$ cat src/rtl/fft8_frame_ctrl.sv
// Frame sequencer for the 8-point FFT datapath: serial load, pipeline wait, serial unload.
// Define FFT8_FRAME_CTRL_BITREV_EN to emit results in bit-reversed index order.
module fft8_frame_ctrl #(
  parameter int N        = 4,
  parameter int PIPE_LAT = 3
) (
  input  logic                clk,
  input  logic                rst,
  input  logic [2**N-1:0]     in_data,
  input  logic                in_valid,
  output logic                in_ready,
  output logic [8*(2**N)-1:0] fft_a,
  output logic                fft_start,
  input  logic [8*(2**N)-1:0] fft_s,
  output logic [2**N-1:0]     out_data,
  output logic                out_valid,
  input  logic                out_ready,
  output logic                out_last,
  output logic                frame_done,
  output logic [7:0]          frame_cnt
);

  localparam int W   = 2**N;
  localparam int WCW = $clog2(PIPE_LAT + 2);

  typedef enum logic [1:0] {LOAD, WAIT, UNLOAD} state_t;

  state_t           state, state_nxt;
  logic [2:0]       in_cnt, out_idx;
  logic [WCW-1:0]   wait_cnt;
  logic [8*W-1:0]   result;
  logic             accept, xfer, last_in, last_out, wait_done;

  function automatic logic [2:0] order(input logic [2:0] i);
`ifdef FFT8_FRAME_CTRL_BITREV_EN
    return {i[0], i[1], i[2]};
`else
    return i;
`endif
  endfunction

  // in_ready is gated by rst so every output reads 0 while reset is held
  assign in_ready  = (state == LOAD) && !rst;
  assign out_valid = (state == UNLOAD);
  assign out_last  = out_valid && (out_idx == 3'd7);
  assign out_data  = result[int'(order(out_idx))*W +: W];

  assign accept    = in_valid && in_ready;
  assign xfer      = out_valid && out_ready;
  assign last_in   = accept && (in_cnt == 3'd7);
  assign last_out  = xfer && (out_idx == 3'd7);
  assign wait_done = (state == WAIT) && (wait_cnt == WCW'(PIPE_LAT));

  always_ff @(posedge clk or posedge rst) begin
    if (rst) state <= LOAD;
    else     state <= state_nxt;
  end

  always_comb begin
    state_nxt = state;
    case (state)
      LOAD:    if (last_in)   state_nxt = WAIT;
      WAIT:    if (wait_done) state_nxt = UNLOAD;
      UNLOAD:  if (last_out)  state_nxt = LOAD;
      default: state_nxt = LOAD;
    endcase
  end

  // fft_a is the input buffer itself, so it mirrors loads and holds through WAIT/UNLOAD
  always_ff @(posedge clk or posedge rst) begin
    if (rst) begin
      in_cnt     <= '0;
      wait_cnt   <= '0;
      out_idx    <= '0;
      fft_a      <= '0;
      result     <= '0;
      fft_start  <= 1'b0;
      frame_done <= 1'b0;
      frame_cnt  <= '0;
    end else begin
      fft_start  <= last_in;
      frame_done <= last_out;
      if (accept) begin
        fft_a[int'(in_cnt)*W +: W] <= in_data;
        in_cnt <= in_cnt + 3'd1;
      end
      if (state == WAIT) begin
        if (wait_done) begin
          result   <= fft_s;
          wait_cnt <= '0;
        end else begin
          wait_cnt <= wait_cnt + 1'b1;
        end
      end
      if (xfer) begin
        out_idx <= out_idx + 3'd1;
        if (out_idx == 3'd7) frame_cnt <= frame_cnt + 8'd1;
      end
    end
  end

endmodule

$ cat config.mk
export PLATFORM = sky130hd
export DESIGN_NAME = fft8_frame_ctrl
export DESIGN_NICKNAME = d
export VERILOG_FILES = /design/src/rtl/fft8_frame_ctrl.sv
export SDC_FILE = /design/constraint.sdc
export NUM_CORES = 1
export LEC_CHECK = 0
export ABC_AREA = 1
export CAP_MARGIN = 5
export CORE_MARGIN = 2
export CORE_UTILIZATION = 46
export CTS_CLUSTER_SIZE = 8
export DETAILED_ROUTE_END_ITERATION = 10
export PLACE_DENSITY_LB_ADDON = 0.15
export SYNTH_ARGS = -nofsm -noshare
export SYNTH_HDL_FRONTEND = slang
export SYNTH_SLANG_ARGS = --single-unit
$ cat constraint.sdc
create_clock -name clk -period 10.59 [get_ports clk]
set_input_delay 3.177 -clock clk [delete_from_list [all_inputs] [get_ports clk]]
set_output_delay 3.177 -clock clk [all_outputs]
set_load 0.02 [all_outputs]
==> Yosys cells after proc, flatten, opt, wreduce, memory -nomap -nowiden <==
Index checks and enable logic that the tools add are counted.
{ "totals": {"rom_bits": 0, "ramBits": 0, "memories": 0, "out_inout_bits": 157, "elab_cells": 43, "ff_bits": 277, "latchBits": 0, "input_bits": 148} }
{ "classes": {"eq_ne": 8, "shift": 3, "addsub": 5, "multipliers": 0, "n_bitwise": 0, "n_mux": 6, "n_lt_le_gt_ge": 0, "n_reduce_logical": 12, "div": 0} }
{ "op_table": {"columns": ["cell", "n"], "rows": [
  ["$bwmux W128", 1],
  ["$shift A16 B33 Y128 const A", 1],
  ["$shiftx A128 B8 Y16", 1],
  ["$shiftx A16 B33 Y128", 1],
  ["$neg A7 Y33", 1],
  ["$add A3 B1 Y3 const B", 3],
  ["$add A8 B1 Y8 const B", 1],
  ["$logic_and A1 B1 Y1", 7],
  ["$eq A3 B3 Y1 const B", 2],
  ["$mux W2", 3],
  ["$pmux W2 S3", 1],
  ["$ne A2 B2 Y1 const B", 2],
  ["$reduce_and A2 Y1", 2],
  ["$eq A3 B2 Y1 const B", 1],
  ["$mux W3", 1],
  ["$reduce_and A3 Y1", 1],
  ["$eq A2 B1 Y1 const B", 1],
  ["$eq A2 B2 Y1 const B", 1],
  ["$logic_not A2 Y1", 1],
  ["$ne A2 B1 Y1 const B", 1],
  ["$logic_not A1 Y1", 1]
]} }

==> Logic depth before layout (Yosys ltp) <==
Gate-level depths: netlist of run 1.
{ "depth": {"depth_word": 6, "ltp_mapped": 11, "depth_no_buf": 10} }

==> Worst setup path before layout of run 1 <==
No wires, ideal clock.
{ "synth_timing": {"path_kind": "input to register", "startpoint": "in rst", "endpoint": "reg fft_a[100]", "n_path_buf": 1, "t_arrival_ps": 10605, "required_ps": 10473, "path_slack_ps": -132, "cell_stages": 7, "setup_ps": 117, "cell_sequence": "inv_1 > nand3_4 > nor2_4 > nand2_2 > buf_6 > nand2_1 > nand2_1"} }
{ "synth_between": {"elab_chain_cells": 3} }
{ "synth_rtl": {"columns": ["element", "line", "source"], "rows": [
  ["start, declared", "8", "input logic rst,"],
  ["$logic_not A1 Y1 (no source line)", null, null],
  ["$logic_and A1 B1 Y1", "43", "assign in_ready = (state == LOAD) && !rst;"],
  ["$logic_and A1 B1 Y1", "48", "assign accept = in_valid && in_ready;"],
  ["end signal, assigned by index", "84", "fft_a[int'(in_cnt)*W +: W] <= in_data;"],
  ["end, declared", "12", "output logic [8*(2**N)-1:0] fft_a,"]
]} }
No other way between the ends.
A chain may end at the register's enable or synchronous reset.

==> Worst setup path in the final report of run 1 <==
{ "layout_timing": {"startpoint": "in rst", "endpoint": "out in_ready"} }
{ "layout_between": {"elab_chain_cells": 2} }
{ "layout_rtl": {"columns": ["element", "line", "source"], "rows": [
  ["$logic_not A1 Y1 (no source line)", null, null],
  ["$logic_and A1 B1 Y1", "43", null],
  ["end, declared", "11", "output logic in_ready,"]
]} }
No other way between the ends.

==> results.rst, run 1 <==
.. list-table::
   :header-rows: 1

   * - Metric
     - Value
   * - R2R cell count
     - 10
   * - Floorplan die height
     - 171.8 um
   * - Clock power share
     - 20.9%
   * - Final hold viol count
     - 0
   * - TritonCTS clock tree
     - yes
   * - Share of post-route cells with drive strength above 1
     - 5.993%
   * - 1st-iter DRT viols
     - 1014
   * - Count of fill cells added during filler insertion
     - 2495
   * - Hold Path Sink
     - result[70]
   * - Hold_ws
     - 0.4619 ns
   * - Area after detailed placement
     - 0.01602 sq mm
   * - Destination of the worst register-to-register timing path
     - fft_a[64]
   * - Final std cell area, no fill
     - 0.01706 sq mm
   * - Net switching power
     - 2.240 mW
   * - Final Non-Filler Cells
     - 2248
   * - Largest net degree at the start of global routing
     - 107
   * - Leading cell type in the layout, fill and taps excluded
     - sky130_fd_sc_hd__nand2_1
   * - Beginning of the worst register-to-register path
     - in_cnt[0]
   * - Sink count of the clock tree
     - 277
   * - Result of the run
     - finished clean
   * - Post-synthesis register bit count
     - 277
   * - PnR Total Power
     - 5.281 mW
   * - Leftover overflow at the end of global routing
     - 0
   * - Number of maximum-capacitance violations
     - 0
   * - Total length of routed wires
     - 38610 um
   * - Upper clock frequency limit
     - 131.2 MHz
   * - Synthesized instance count
     - 1611
   * - Setup repair after global routing missed its margin
     - no
   * - Worst min-delay path startpoint
     - result[70]
   * - Critical Path, Cell by Cell
     - clkdlybuf4s50_1, nor2_1, clkdlybuf4s50_1
   * - Via count
     - 11520
   * - Setup TNS
     - 0 ns
   * - Register area
     - 0.006934 sq mm
   * - Worst path arrival time
     - 4.44 ns
   * - Quantity of hold-fixing buffers added after cts
     - 0
   * - Share of synthesized area occupied by flip-flops and latches
     - 53.51%
   * - Stage delay of the slowest cell on the critical path
     - 0.63 ns
   * - Detailed placement HPWL
     - 25760 um
   * - Maximum resistive drop on vdd
     - 0.1790 mV
   * - Kind of capture point of the worst setup path
     - primary output
   * - Cell occurring most often along the worst timing path
     - sky130_fd_sc_hd__clkdlybuf4s50_1
   * - Number of placement rows
     - 61
   * - Number of detailed-routing iterations run before antenna repair
     - 5
   * - Count of instances resized after the clock tree is built
     - 0
   * - Avg Cell Area, Syn
     - 8.042 sq um
   * - Distinct cell type count after synthesis
     - 29
   * - Worst setup slack for register-to-register paths
     - 6.32 ns
   * - Largest fanout on the critical path
     - 2
   * - Wire length of the first global-routing pass
     - 59880 um
   * - Hold WC Path Type
     - reg2reg
   * - Crit path launch
     - rst
   * - PwrDens
     - 309.7 mW/mm^2
   * - Number of antenna violations at the first check in global routing
     - 1
   * - Share of total power consumed by net switching
     - 42.40%
   * - Worst hold stages
     - 2
   * - Slowest stage cell on the critical path
     - sky130_fd_sc_hd__clkdlybuf4s50_1
   * - Net count, final
     - 2025
   * - Skew-Pair Late Insertion Delay
     - 0.50 ns
   * - GRT Overall Usage
     - 25.97%
   * - Die footprint
     - 0.02952 sq mm
   * - Count of synthesis-stage warnings from yosys
     - 0
   * - Final Max Slew Viols
     - 0
   * - Internal Dissipation
     - 3.042 mW
   * - Cell area after synthesis
     - 0.01295 sq mm
   * - Post-route minimum period
     - 7.620 ns
   * - Commonest cells after routing, fill and taps aside
     - sky130_fd_sc_hd__nand2_1 (595), sky130_fd_sc_hd__clkdlybuf4s50_1 (304), sky130_fd_sc_hd__dfrtp_1 (275)
   * - Number of nets with antenna violations after detailed routing
     - 0
   * - Inst Count DP
     - 2204
   * - Slew of the pin with the lowest slew margin
     - 1.168 ns
   * - Count of pins on the block boundary
     - 305
   * - Primary flip-flop cell chosen by synthesis mapping
     - sky130_fd_sc_hd__dfrtp_1
   * - Layout Skew
     - 0.008533 ns
   * - # DRC
     - 0
   * - Multi-input gate area in the final layout
     - 0.005166 sq mm
   * - Worst path required time
     - 7.41 ns
   * - Critical Path Source Type
     - input port
   * - Post-synth EDFFs
     - 0
   * - Number of global-route vias before repair
     - 11140
   * - Portion of total power attributed to sequential cells
     - 33.7%
   * - Layout area overhead
     - 31.65%
   * - Max_slew headroom
     - 21.85%
   * - Number of buffers added on ports
     - 304
   * - Number of buffers added by the clock tree synthesis step
     - 40
   * - Maximum root-to-sink buffer count
     - 3
   * - Mapped Nets
     - 1768
   * - Via/cell ratio
     - 5.125
   * - Core Region
     - 0.02778 sq mm
   * - Async SR Flop Fraction
     - 100.0%
   * - CTS root buffer
     - sky130_fd_sc_hd__clkbuf_16
   * - Setup repair bufs after CTS
     - 0
   * - Setup violation total in the final timing report
     - 0
   * - Total leakage power
     - 8.305 nW
   * - Clock transition at the register clock pins on the worst setup and hold paths after CTS
     - 0.05 ns
   * - Share of power burned in combinational logic
     - 45.4%
   * - Type of the worst setup path
     - in2out
   * - Initial core utilization
     - 46.63%
   * - Gpl congestion
     - 0.8650
   * - Detail-routed net length per standard cell
     - 17.18 um
   * - Width of the die
     - 171.8 um
   * - Post-route fraction of the period consumed by the critical path
     - 71.96%
   * - Number of levels in the clock H-tree
     - 2
## layout make-up
type / instances / share of cell area (%)
clock inverters: 1 / 0.02934
clock buffers: 42 / 6.038
repair buffers: 313 / 18.24
diodes: 1 / 0.01467
multi-input cells: 1148 / 30.29
inverters: 88 / 1.959
flip-flops and latches: 277 / 40.66
well taps: 378 / 2.773
## flip-flops by register name, indices dropped and copies added, names as in the netlist, 2 cells and up
name       flops
fft_a        128
frame_cnt      8
in_cnt         3
out_idx        3
result       128
state          2
wait_cnt       3
## power groups by stage
stage / clock network, mW / registers (mW) / logic [mW]
floorplan: 0 / 1.89 / 1.34
global placement: 0 / 1.77 / 2.37
detailed placement: 0 / 1.78 / 2.40
CTS: 1.13 / 1.77 / 2.41
global route: 1.17 / 1.83 / 2.64
finish: 1.10 / 1.78 / 2.40
## critical path: cells and delay by family
kind	cells	cell delay [ns]
buffers and inverters	2	1.09
and+or+nand+nor	1	0.17
## cell families after synthesis
| logic type | Yosys count | synth area share (%) |
|---|---|---|
| simple gates | 954 | 30.32 |
| flops | 277 | 53.51 |
| buf+inv | 186 | 6.654 |
| compound gates | 179 | 8.248 |
| fa+ha+maj | 9 | 0.8692 |
| xor+xnor | 6 | 0.4056 |
## cell usage after synthesis (2+ instances only)
| library cell | n | area, sq um |
|---|---|---|
| sky130_fd_sc_hd__nand2_1 | 595 | 2233 |
| sky130_fd_sc_hd__dfrtp_1 | 277 | 6932 |
| sky130_fd_sc_hd__nand3_1 | 180 | 900.9 |
| sky130_fd_sc_hd__nor2_1 | 157 | 589.3 |
| sky130_fd_sc_hd__inv_1 | 81 | 304.0 |
| sky130_fd_sc_hd__o21ai_0 | 71 | 355.3 |
| sky130_fd_sc_hd__a21oi_1 | 50 | 250.2 |
| sky130_fd_sc_hd__buf_2 | 39 | 195.2 |
| sky130_fd_sc_hd__clkbuf_1 | 37 | 138.9 |
| sky130_fd_sc_hd__o21ai_2 | 36 | 315.3 |
| sky130_fd_sc_hd__o211ai_1 | 15 | 112.6 |
| sky130_fd_sc_hd__buf_6 | 11 | 123.9 |
| sky130_fd_sc_hd__ha_1 | 9 | 112.6 |
| sky130_fd_sc_hd__o21ai_1 | 7 | 35.03 |
| sky130_fd_sc_hd__buf_4 | 6 | 45.04 |
| sky130_fd_sc_hd__inv_2 | 5 | 18.77 |
| sky130_fd_sc_hd__nor2_4 | 5 | 56.30 |
| sky130_fd_sc_hd__buf_1 | 4 | 15.01 |
| sky130_fd_sc_hd__nand2_2 | 4 | 25.02 |
| sky130_fd_sc_hd__nand4_1 | 4 | 25.02 |
| sky130_fd_sc_hd__xor2_1 | 4 | 35.03 |
| sky130_fd_sc_hd__nand2_4 | 3 | 33.78 |
| sky130_fd_sc_hd__nor2_2 | 3 | 18.77 |
| sky130_fd_sc_hd__clkinv_1 | 2 | 7.510 |
| sky130_fd_sc_hd__xnor2_1 | 2 | 17.52 |
## layer usage
metal | vias to the layer above | global-route usage, % | wire [um]
li1 | 5590 | - | -
met1 | 5472 | 34.27 | 16060
met2 | 405 | 42.01 | 18240
met3 | 53 | 7.685 | 3552
met4 | 0 | 6.759 | 756
met5 | - | 0 | 0
## worst max path at each step
stage / end / cells after the start
after floorplan: fft_a[16] / 8
after global placement: in_ready / 3
after detailed placement: in_ready / 3
after CTS: in_ready / 3
after global routing: in_ready / 3
final: in_ready / 3
## through the flow
| step | util (%) | setup WS [ns] |
|---|---|---|
| 2_1_floorplan | - | 1.849 |
| 3_3_place_gp | 57.66 | 2.971 |
| 3_5_place_dp | 57.66 | 2.958 |
| 4_1_cts | 61.38 | 2.954 |
| 5_1_grt | 61.38 | 2.915 |
| 6_report | 61.39 | 2.970 |
Note: power is estimated with default switching activity, not from simulation.
==> run 2: changes to the inputs <==
Clock period 10.59 ns to 6.8 ns, I/O delays scaled along.
==> run 2 against run 1 <==
Power up 56%. Final cell count about the same. Register-to-register slack worse by 3.6 ns. Highest routed layer is now met5. Non-clock buffer count down 1. Core utilization up 0.19 points. Worst setup slack worse by 1.8 ns. Via count up 1.2%.
==> results.rst, run 2 (synthesized netlist as in run 1, its figures left out) <==
.. list-table::
   :header-rows: 1

   * - Metric
     - Value
   * - Worst min-delay path startpoint
     - fft_a[35]
   * - Sink count of the clock tree
     - 277 (unchanged)
   * - Number of nets with antenna violations after detailed routing
     - 0 (unchanged)
   * - Count of fill cells added during filler insertion
     - 2489 (-0.24%)
   * - Critical Path, Cell by Cell
     - clkinv_1, nor2_1, o21ai_0, nand2_1, nand2_1, nand2_1, clkdlybuf4s50_1
   * - Upper clock frequency limit
     - 177.3 MHz
   * - Leftover overflow at the end of global routing
     - 0 (unchanged)
   * - Result of the run
     - finished clean
   * - Largest fanout on the critical path
     - 49 (+47)
   * - Share of post-route cells with drive strength above 1
     - 6.096% (+0.10 points)
   * - Layout Skew
     - 0.01807 ns (+0.009536 ns)
   * - Worst slack at placement
     - 1.500 ns (-1.458 ns)
   * - Count of instances resized after the clock tree is built
     - 0 (unchanged)
   * - Final hold viol count
     - 0 (unchanged)
   * - Maximum root-to-sink buffer count
     - 3 (unchanged)
   * - Post-route fraction of the period consumed by the critical path
     - 82.95%
   * - Skew-Pair Late Insertion Delay
     - 0.52 ns (+0.02 ns)
   * - Setup repair after global routing missed its margin
     - no
   * - Initial core utilization
     - 46.63% (unchanged)
   * - Stage delay of the slowest cell on the critical path
     - 1.02 ns (+0.39 ns)
   * - Setup violation total in the final timing report
     - 0 (unchanged)
   * - Slew of the pin with the lowest slew margin
     - 1.078 ns (-0.09039 ns)
   * - Commonest cells after routing, fill and taps aside
     - sky130_fd_sc_hd__nand2_1 (594), sky130_fd_sc_hd__clkdlybuf4s50_1 (304), sky130_fd_sc_hd__dfrtp_1 (275)
   * - Detail-routed net length per standard cell
     - 17.39 um (+1.2%)
   * - Slowest stage cell on the critical path
     - sky130_fd_sc_hd__dfrtp_2
   * - PnR Total Power
     - 8.246 mW (+56%)
   * - Crit path launch
     - out_idx[1]
   * - Leading cell type in the layout, fill and taps excluded
     - sky130_fd_sc_hd__nand2_1
   * - Area after detailed placement
     - 0.01605 sq mm (+0.20%)
   * - Via/cell ratio
     - 5.181 (+1.1%)
   * - Quantity of hold-fixing buffers added after cts
     - 0 (unchanged)
   * - Post-route minimum period
     - 5.641 ns
   * - Util after Layout
     - 61.58% (+0.19 points)
   * - Via count
     - 11660 (+1.2%)
   * - Type of the worst setup path
     - reg2out
   * - Count of pins on the block boundary
     - 305 (unchanged)
   * - Number of buffers added by the clock tree synthesis step
     - 40 (unchanged)
   * - Number of antenna violations at the first check in global routing
     - 3 (+2)
   * - Number of buffer and inverter stages on the critical path
     - 2 (unchanged)
   * - Setup repair bufs after CTS
     - 0 (unchanged)
   * - TritonCTS clock tree
     - yes
   * - CP delay by family, top
     - buffers and inverters
   * - Layout area overhead
     - 32.06%
   * - Number of placement rows
     - 61 (unchanged)
   * - Detailed placement HPWL
     - 26680 um (+3.6%)
   * - Hold WC Path Type
     - reg2reg
   * - Gpl congestion
     - 0.8979 (+3.8%)
   * - Final std cell area, no fill
     - 0.01711 sq mm (+0.31%)
   * - # DRC
     - 0 (unchanged)
   * - Topmost layer with routed signal wires
     - met5
   * - Cell occurring most often along the worst timing path
     - sky130_fd_sc_hd__nand2_1
   * - Clock transition at the register clock pins on the worst setup and hold paths after CTS
     - 0.05 ns (about the same)
   * - Register area
     - 0.006934 sq mm (unchanged)
   * - Final Max Slew Viols
     - 0 (unchanged)
   * - Net count, final
     - 2024 (-0.049%)
   * - Critical Path Source Type
     - flip-flop
   * - PwrDens
     - 482.0 mW/mm^2 (+56%)
   * - Number of buffers added on ports
     - 304 (unchanged)
   * - Wire length of the first global-routing pass
     - 61100 um (+2.0%)
   * - Biggest regs
     - fft_a (128), result (128), frame_cnt (8)
   * - Total length of routed wires
     - 39120 um (+1.3%)
   * - Number of maximum-capacitance violations
     - 0 (unchanged)
   * - Maximum resistive drop on vdd
     - 0.2909 mV (+63%)
   * - Die footprint
     - 0.02952 sq mm (unchanged)
   * - Worst setup slack after layout
     - 1.159 ns (-1.810 ns)
   * - Number of global-route vias before repair
     - 11290 (+1.3%)
   * - Beginning of the worst register-to-register path
     - in_cnt[0]
   * - Largest net degree at the start of global routing
     - 152 (+42%)
   * - Number of detailed-routing iterations run before antenna repair
     - 5 (unchanged)
   * - Width of the die
     - 171.8 um (unchanged)
   * - Met1 routed wirelength after detailed routing
     - 15770 um (-1.9%)
   * - Total leakage power
     - 8.338 nW (+0.39%)
   * - CTS root buffer
     - sky130_fd_sc_hd__clkbuf_16
   * - Max_slew headroom
     - 27.89% (+6.0 points)
   * - 1st-iter DRT viols
     - 969 (-4.4%)
   * - Kind of capture point of the worst setup path
     - primary output
   * - Met3 routed wirelength
     - 3862 um (+8.7%)
   * - GRT Overall Usage
     - 26.53% (+0.56 points)
   * - Met2 wirelength from detailed routing
     - 18670 um (+2.3%)
   * - Worst path required time
     - 4.76 ns (-2.65 ns)
   * - Core Region
     - 0.02778 sq mm (unchanged)
   * - Worst path arrival time
     - 3.60 ns (-0.84 ns)
   * - Floorplan die height
     - 171.8 um (unchanged)
   * - Hold_ws
     - 0.4648 ns (+0.002926 ns)
   * - Multi-input gate area in the final layout
     - 0.005192 sq mm (+0.51%)
   * - Number of levels in the clock H-tree
     - 2 (unchanged)
-- run 2: layout make-up --
type,count,area share (%)
sequential,277,40.53
multi-input combinational,1148,30.35
timing repair buffer,312,18.21
clock buffer,42,6.019
tap,378,2.765
inverter,88,1.960
clock inverter,3,0.1316
antenna,2,0.02925
-- run 2: power breakdown --
group          total (mW)  internal, mW  switching [mW]
sequential           2.82          2.32           0.500
combinational        3.69          1.37            2.32
clock                1.74          1.06           0.682
total                8.25          4.74            3.50
-- run 2: path summary, 6_finish.rpt --
check	depth (start not counted)	to	slack, ns
setup / recovery	7	out_data[11]	1.16
hold / removal	2	fft_a[35]	0.46
setup reg to reg	10	fft_a[69]	2.72
hold reg to reg	2	fft_a[35]	0.46
max in group asynchronous	4	fft_a[62]	3.11
min in group asynchronous	3	result[88]	2.26
-- run 2: metal layers --
layer / vias up / track usage [%]
li1: 5610 / -
met1: 5545 / 33.52
met2: 443 / 43.90
met3: 57 / 8.790
met4: 2 / 6.942
met5: - / 0
-- run 2: worst register-to-register path, stage by stage (launching register included) --
cell	delay (ns)
sky130_fd_sc_hd__dfrtp_1	0.90
sky130_fd_sc_hd__inv_2	0.15
sky130_fd_sc_hd__ha_1	0.27
sky130_fd_sc_hd__ha_1	0.84
sky130_fd_sc_hd__inv_2	0.40
sky130_fd_sc_hd__nor2_4	0.47
sky130_fd_sc_hd__nand2_1	0.17
sky130_fd_sc_hd__nor2_4	0.38
sky130_fd_sc_hd__nand2_4	0.22
sky130_fd_sc_hd__nand2_1	0.12
sky130_fd_sc_hd__nand2_1	0.05
-- run 2: through the flow --
| step | TNS, ns | std cells |
|---|---|---|
| CTS | 0 | 2248 |
| global route | 0 | 2249 |
| finish | 0 | 2250 |
| global placement | 0 | 2203 |
| detailed placement | 0 | 2203 |
| floorplan | -87.31 | 1611 |
